## src/rtl/spi_shifter_pkg.sv

```systemverilog
// Shared SPI definitions: shifter state encoding, default word length and
// the baud-rate generator settings that pair with the shifter.
package spi_shifter_pkg;

    localparam int SPI_DATA_W_DEF = 8;

    // Legacy-compatible state constants for the shift engine
    localparam logic [0:0] ST_IDLE = 1'b0;
    localparam logic [0:0] ST_XFER = 1'b1;

    // Baud-rate generator settings; sclk_en/sample form the handshake
    localparam int BAUD_DIV_W   = 12;
    localparam int BAUD_DIV_MIN = 2;

    typedef enum logic [1:0] {
        SPI_MODE0 = 2'd0,
        SPI_MODE1 = 2'd1,
        SPI_MODE2 = 2'd2,
        SPI_MODE3 = 2'd3
    } spi_mode_e;

    typedef struct packed {
        logic [BAUD_DIV_W-1:0] div;
        spi_mode_e             mode;
    } baud_cfg_t;

    // Clamp a requested divider so SCLK never runs faster than clk/2.
    function automatic logic [BAUD_DIV_W-1:0] baud_div_clamp(
        input logic [BAUD_DIV_W-1:0] div
    );
        if (div < BAUD_DIV_W'(BAUD_DIV_MIN)) begin
            return BAUD_DIV_W'(BAUD_DIV_MIN);
        end
        return div;
    endfunction

endpackage

```

## src/rtl/spi_shifter.sv

```systemverilog
// SPI master shift engine: serialises one DATA_W word on mosi while
// assembling the received word from miso, one bit per sample pulse.
module spi_shifter
    import spi_shifter_pkg::*;
#(
    parameter int DATA_W = SPI_DATA_W_DEF
) (
    input  logic              clk_i,
    input  logic              rst_n,
    input  logic              start,
    input  logic [DATA_W-1:0] tx_data,
    input  logic              lsbfe,
    input  logic              sample,
    input  logic              miso,
    output logic              sclk_en,
    output logic              mosi,
    output logic              ss_n,
    output logic              busy,
    output logic [DATA_W-1:0] rx_data,
    output logic              done
);

    localparam int CNT_W = $clog2(DATA_W + 1);
    localparam logic [CNT_W-1:0] CNT_LAST = CNT_W'(DATA_W - 1);

    logic [0:0]        state_q,   state_d;
    logic [DATA_W-1:0] shreg_q,   shreg_d;
    logic              lsbfe_q,   lsbfe_d;
    logic [CNT_W-1:0]  cnt_q,     cnt_d;
    logic              busy_q,    busy_d;
    logic              ss_n_q,    ss_n_d;
    logic              sclk_en_q, sclk_en_d;
    logic              done_q,    done_d;
    logic [DATA_W-1:0] rx_q,      rx_d;
    logic [DATA_W-1:0] shifted;

    // Shift toward the output end; miso fills the bit that was vacated.
    always_comb begin
        if (lsbfe_q) begin
            shifted = {miso, shreg_q[DATA_W-1:1]};
        end else begin
            shifted = {shreg_q[DATA_W-2:0], miso};
        end
    end

    always_comb begin
        state_d   = state_q;
        shreg_d   = shreg_q;
        lsbfe_d   = lsbfe_q;
        cnt_d     = cnt_q;
        busy_d    = busy_q;
        ss_n_d    = ss_n_q;
        sclk_en_d = sclk_en_q;
        rx_d      = rx_q;
        done_d    = 1'b0;

        if (state_q == ST_IDLE) begin
            if (start) begin
                state_d   = ST_XFER;
                shreg_d   = tx_data;
                lsbfe_d   = lsbfe;
                cnt_d     = '0;
                busy_d    = 1'b1;
                ss_n_d    = 1'b0;
                sclk_en_d = 1'b1;
            end
        end else if (sample) begin
            shreg_d = shifted;
            cnt_d   = cnt_q + CNT_W'(1);
            // Final bit: publish the word and release the bus on this edge
            if (cnt_q == CNT_LAST) begin
                state_d   = ST_IDLE;
                rx_d      = shifted;
                done_d    = 1'b1;
                busy_d    = 1'b0;
                ss_n_d    = 1'b1;
                sclk_en_d = 1'b0;
            end
        end
    end

    always_ff @(posedge clk_i) begin
        if (!rst_n) begin
            state_q   <= ST_IDLE;
            shreg_q   <= '0;
            lsbfe_q   <= 1'b0;
            cnt_q     <= '0;
            busy_q    <= 1'b0;
            ss_n_q    <= 1'b1;
            sclk_en_q <= 1'b0;
            done_q    <= 1'b0;
            rx_q      <= '0;
        end else begin
            state_q   <= state_d;
            shreg_q   <= shreg_d;
            lsbfe_q   <= lsbfe_d;
            cnt_q     <= cnt_d;
            busy_q    <= busy_d;
            ss_n_q    <= ss_n_d;
            sclk_en_q <= sclk_en_d;
            done_q    <= done_d;
            rx_q      <= rx_d;
        end
    end

    assign mosi    = lsbfe_q ? shreg_q[0] : shreg_q[DATA_W-1];
    assign sclk_en = sclk_en_q;
    assign ss_n    = ss_n_q;
    assign busy    = busy_q;
    assign rx_data = rx_q;
    assign done    = done_q;

endmodule
```

## config.mk

```make
export PLATFORM = sky130hd
export DESIGN_NAME = spi_shifter
export DESIGN_NICKNAME = d
export VERILOG_FILES = /design/src/rtl/spi_shifter_pkg.sv /design/src/rtl/spi_shifter.sv
export SDC_FILE = /design/constraint.sdc
export NUM_CORES = 1
export LEC_CHECK = 0
export ABC_AREA = 1
export ABC_CLOCK_PERIOD_IN_PS = 1300
export CAP_MARGIN = 30
export CORE_ASPECT_RATIO = 0.7
export CORE_MARGIN = 10
export CORE_UTILIZATION = 42
export DETAILED_ROUTE_END_ITERATION = 8
export DONT_BUFFER_PORTS = 1
export PLACE_DENSITY = 0.67
export RECOVER_POWER = 25
export SYNTH_ARGS = -nofsm -noshare
export SYNTH_HDL_FRONTEND = slang
export SYNTH_SLANG_ARGS = --single-unit
export TNS_END_PERCENT = 100
```

## constraint.sdc

```tcl
create_clock -name clk_i -period 1.3 [get_ports clk_i]
set_input_delay 0.325 -clock clk_i [delete_from_list [all_inputs] [get_ports clk_i]]
set_output_delay 0.325 -clock clk_i [all_outputs]
set_load 0.05 [all_outputs]
```

==> flow_summary_export.csv <==
group,metric,value,unit
timing,hold_viol_final,0,
clocking,cts_root_buf,"clkbuf_8",
drt,drt_pass1_iterations,4,
final_layout,fin_nets,176,
die,initial_core_util,44.3,%
place,placed_cell_area,1200,sq um
die,core-area,2480,sq um
drt,drtIter0Drc,99,
grt,grtUsageMet3,5.32,%
worst_setup_path,slowest_delay,0.36,ns
final_layout,diodes,0,
pwr,p_clk_share,29.7,%
drt,wl_per_cell,14.6,um
hold_path,holdCritStartpoint,"rst_n",
final_layout,layout_commonest_cell,"nand2_1",
final_layout,drive_gt1_share,16.9,%
clocking,cts_buffers,3,
worst_setup_path,worst_setup_path_start_kind,"register",
hold_path,hold_depth,2,
drt,drt_wl_total,2830,um
timing,whs,0.169,ns
timing,fmax,759,MHz
timing,rsz0062_at_grt,"yes",
yosys,netlist_instances,151,
worst_setup_path,cp.required,0.98,ns
timing,fin_skew,0.00104,ns
worst_setup_path,crit_fanout,3,
yosys,yosys_warnings,0,
yosys,synth_fp_nets,166,
grt,track_usage,11.9,%
final_layout,design_area,1270,sq um
place,portBuffers,0,
timing,fin_setup_tns,-0.0172,ns
status,outcome,"complete, but fails checks",
place,gp_congestion,0.823,
worst_setup_path,crit_path_end_kind,"output pin",
grt,grt_max_degree,14,
clocking,hold_buffers,0,
clocking,path_clk_slew,0.08,ns
run,drv_cap,0,
timing,min_period,1.32,ns
drt,via_count,988,
timing,maxSlewViolCount,0,
clocking,cts.sinks,25,
pwr,leakage,0.565,nW
worst_setup_path,timing.rr.end,"shreg_q[7]",
yosys,synth_cell_types,17,
drt,drtAntennaViolNets,0,
grt,antenna_found_initial,0,
grt,grt_use_met2,17.9,%
clocking,h-tree-depth,1,
timing,setup_viol,1,
pwr,ir_worst_vdd,0.653,mV
die,rows,15,
grt,first_global_vias,951,
pwr,power_density,1230,nW/um^2
grt,grt.busiest_layer,"met2",
worst_setup_path,critical_path_class,"reg2out",
die,die_y,62.8,um
clocking,cts_tree,"built",
timing,fin_crit_sh,101,%
drt,drc,0,
worst_setup_path,reg2reg_from,"state_q",
worst_setup_path,cp.arrival,0.99,ns
yosys,ys_ff_latch,25,
clocking,clk_latency,0.27,ns
place,hpwl,2130,um
yosys,syn_avg_cell_area,7.27,sq um
pwr,pwr-share-comb,16.1,%
pwr,p_int,1.12,mW
yosys,syn_area,1100,sq um
final_layout,layout_common_cells,"nand2_1 (56), dfxtp_1 (23), a21oi_1 (14)",
timing,slew_headroom,64.7,%
status,failed_checks,"setup timing",
timing,fin_ws,-0.0172,ns
worst_setup_path,cp.buffers_inverters,2,
yosys,ys_seq_area_share,45.6,%
worst_setup_path,path_cells,"inv_4, o21ai_4, buf_12",
drt,viasPerCell,5.09,
grt,grt_pass1_wl,4790,um
die,ios,27,
die,dieArea,5090,sq um
timing,tightest_slew,0.528,ns
pwr,power.switching,437,uW
worst_setup_path,regToRegSetupSlack,0.10,ns
die,fp.dieW,81.1,um
pwr,power.total,1.55,mW
worst_setup_path,r2r_cells,5,
grt,gr-total-overflow,0,
hold_path,min_path_type,"in2reg",
pwr,share_seq_of_total_power,54.3,%
hold_path,min_to,"cnt_q[3]",
clocking,clock_path_buffers,2,
worst_setup_path,cp_top_family,"flip-flops",
final_layout,syn2layout_area_growth,15.4,%
grt,met1_usage,15.1,%
worst_setup_path,cpMaxStageDelayCell,"dfxtp_2",
pwr,swShare,28.2,%
-- metal layers --
metal / wire (um) / vias up
met5: 0 / -
met4: 25 / 0
li1: - / 508
met1: 1240 / 445
met3: 320 / 4
met2: 1250 / 31
-- cell usage after synthesis --
master    count  area (sq um)
nand3_1       7          35.0
nand2_1      57           214
dfxtp_1      25           500
o21ai_0      15          75.1
ha_1          1          12.5
nor2_1        7          26.3
inv_2         4          15.0
clkbuf_1      1          3.75
buf_4         3          22.5
inv_1         5          18.8
nand3_4       1          17.5
nand2_2       2          12.5
or2_2         1          6.26
nor2_8        1          20.0
buf_2         2          10.0
a21oi_1      14          70.1
a22oi_1       5          37.5
-- through the flow --
step	instances	util (%)	setup slack, ns
after detailed placement	188	48.4	0.0662
final	194	51.1	-0.0172
after floorplan	151	-	0.0246
after CTS	193	51.0	-0.0344
after global routing	194	51.1	-0.0555
after global placement	188	48.4	0.0895
-- worst register-to-register path, stage by stage, from the launching register on --
cell	delay (ns)
dfxtp_1	0.33
inv_1	0.19
nand2_1	0.11
buf_4	0.19
a22oi_1	0.17
a21oi_1	0.09
-- power groups by stage --
stage / Sequential [mW] / Combinational, mW / Clock [mW]
floorplan: 0.854 / 0.167 / 0
CTS: 0.841 / 0.240 / 0.468
finish: 0.842 / 0.249 / 0.461
global route: 0.848 / 0.280 / 0.492
global placement: 0.855 / 0.226 / 0
detailed placement: 0.857 / 0.230 / 0
-- cells by family (layout without fill, tap and decap cells) --
group                    Yosys count  count (layout)  synth area share (%)
AND/OR/NAND/NOR                   76              76                  30.2
AO/OA/AOI/OAI                     34              34                  16.6
flip-flops                        25              25                  45.6
buffers and inverters             15              24                  6.38
adder cells (fa/ha/maj)            1               1                  1.14
-- registers in the layout, summed over array words and instances (netlist names) --
register	flops
lsbfe_q	1
rx_data	8
done	1
shreg_q	8
state_q	1
sclk_en	1
cnt_q	4
ss_n	1
-- worst max path at each step --
stage	from	cells past startpoint	slack, ns	to
2_1_floorplan	lsbfe_q	3	0.02	mosi
5_1_grt	lsbfe_q	3	-0.06	mosi
6_report	lsbfe_q	3	-0.02	mosi
4_1_cts	lsbfe_q	3	-0.03	mosi
3_5_place_dp	state_q	5	0.07	shreg_q[6]
3_3_place_gp	state_q	5	0.09	shreg_q[6]
-- layout make-up --
class | count | area [sq um]
clock buffer | 4 | 45.0
fill | 255 | 1210
inverter | 9 | 36.3
multi-input combinational | 111 | 537
sequential | 25 | 503
tap | 34 | 42.5
timing repair buffer | 11 | 103
-- timing repair --
item                                    CTS  global route
pin swaps                                 1             1
gates resized for setup                   3             6
setup buffers                             1             1
endpoints found under the setup margin    1            11
Power figures use the tool's default switching activity.
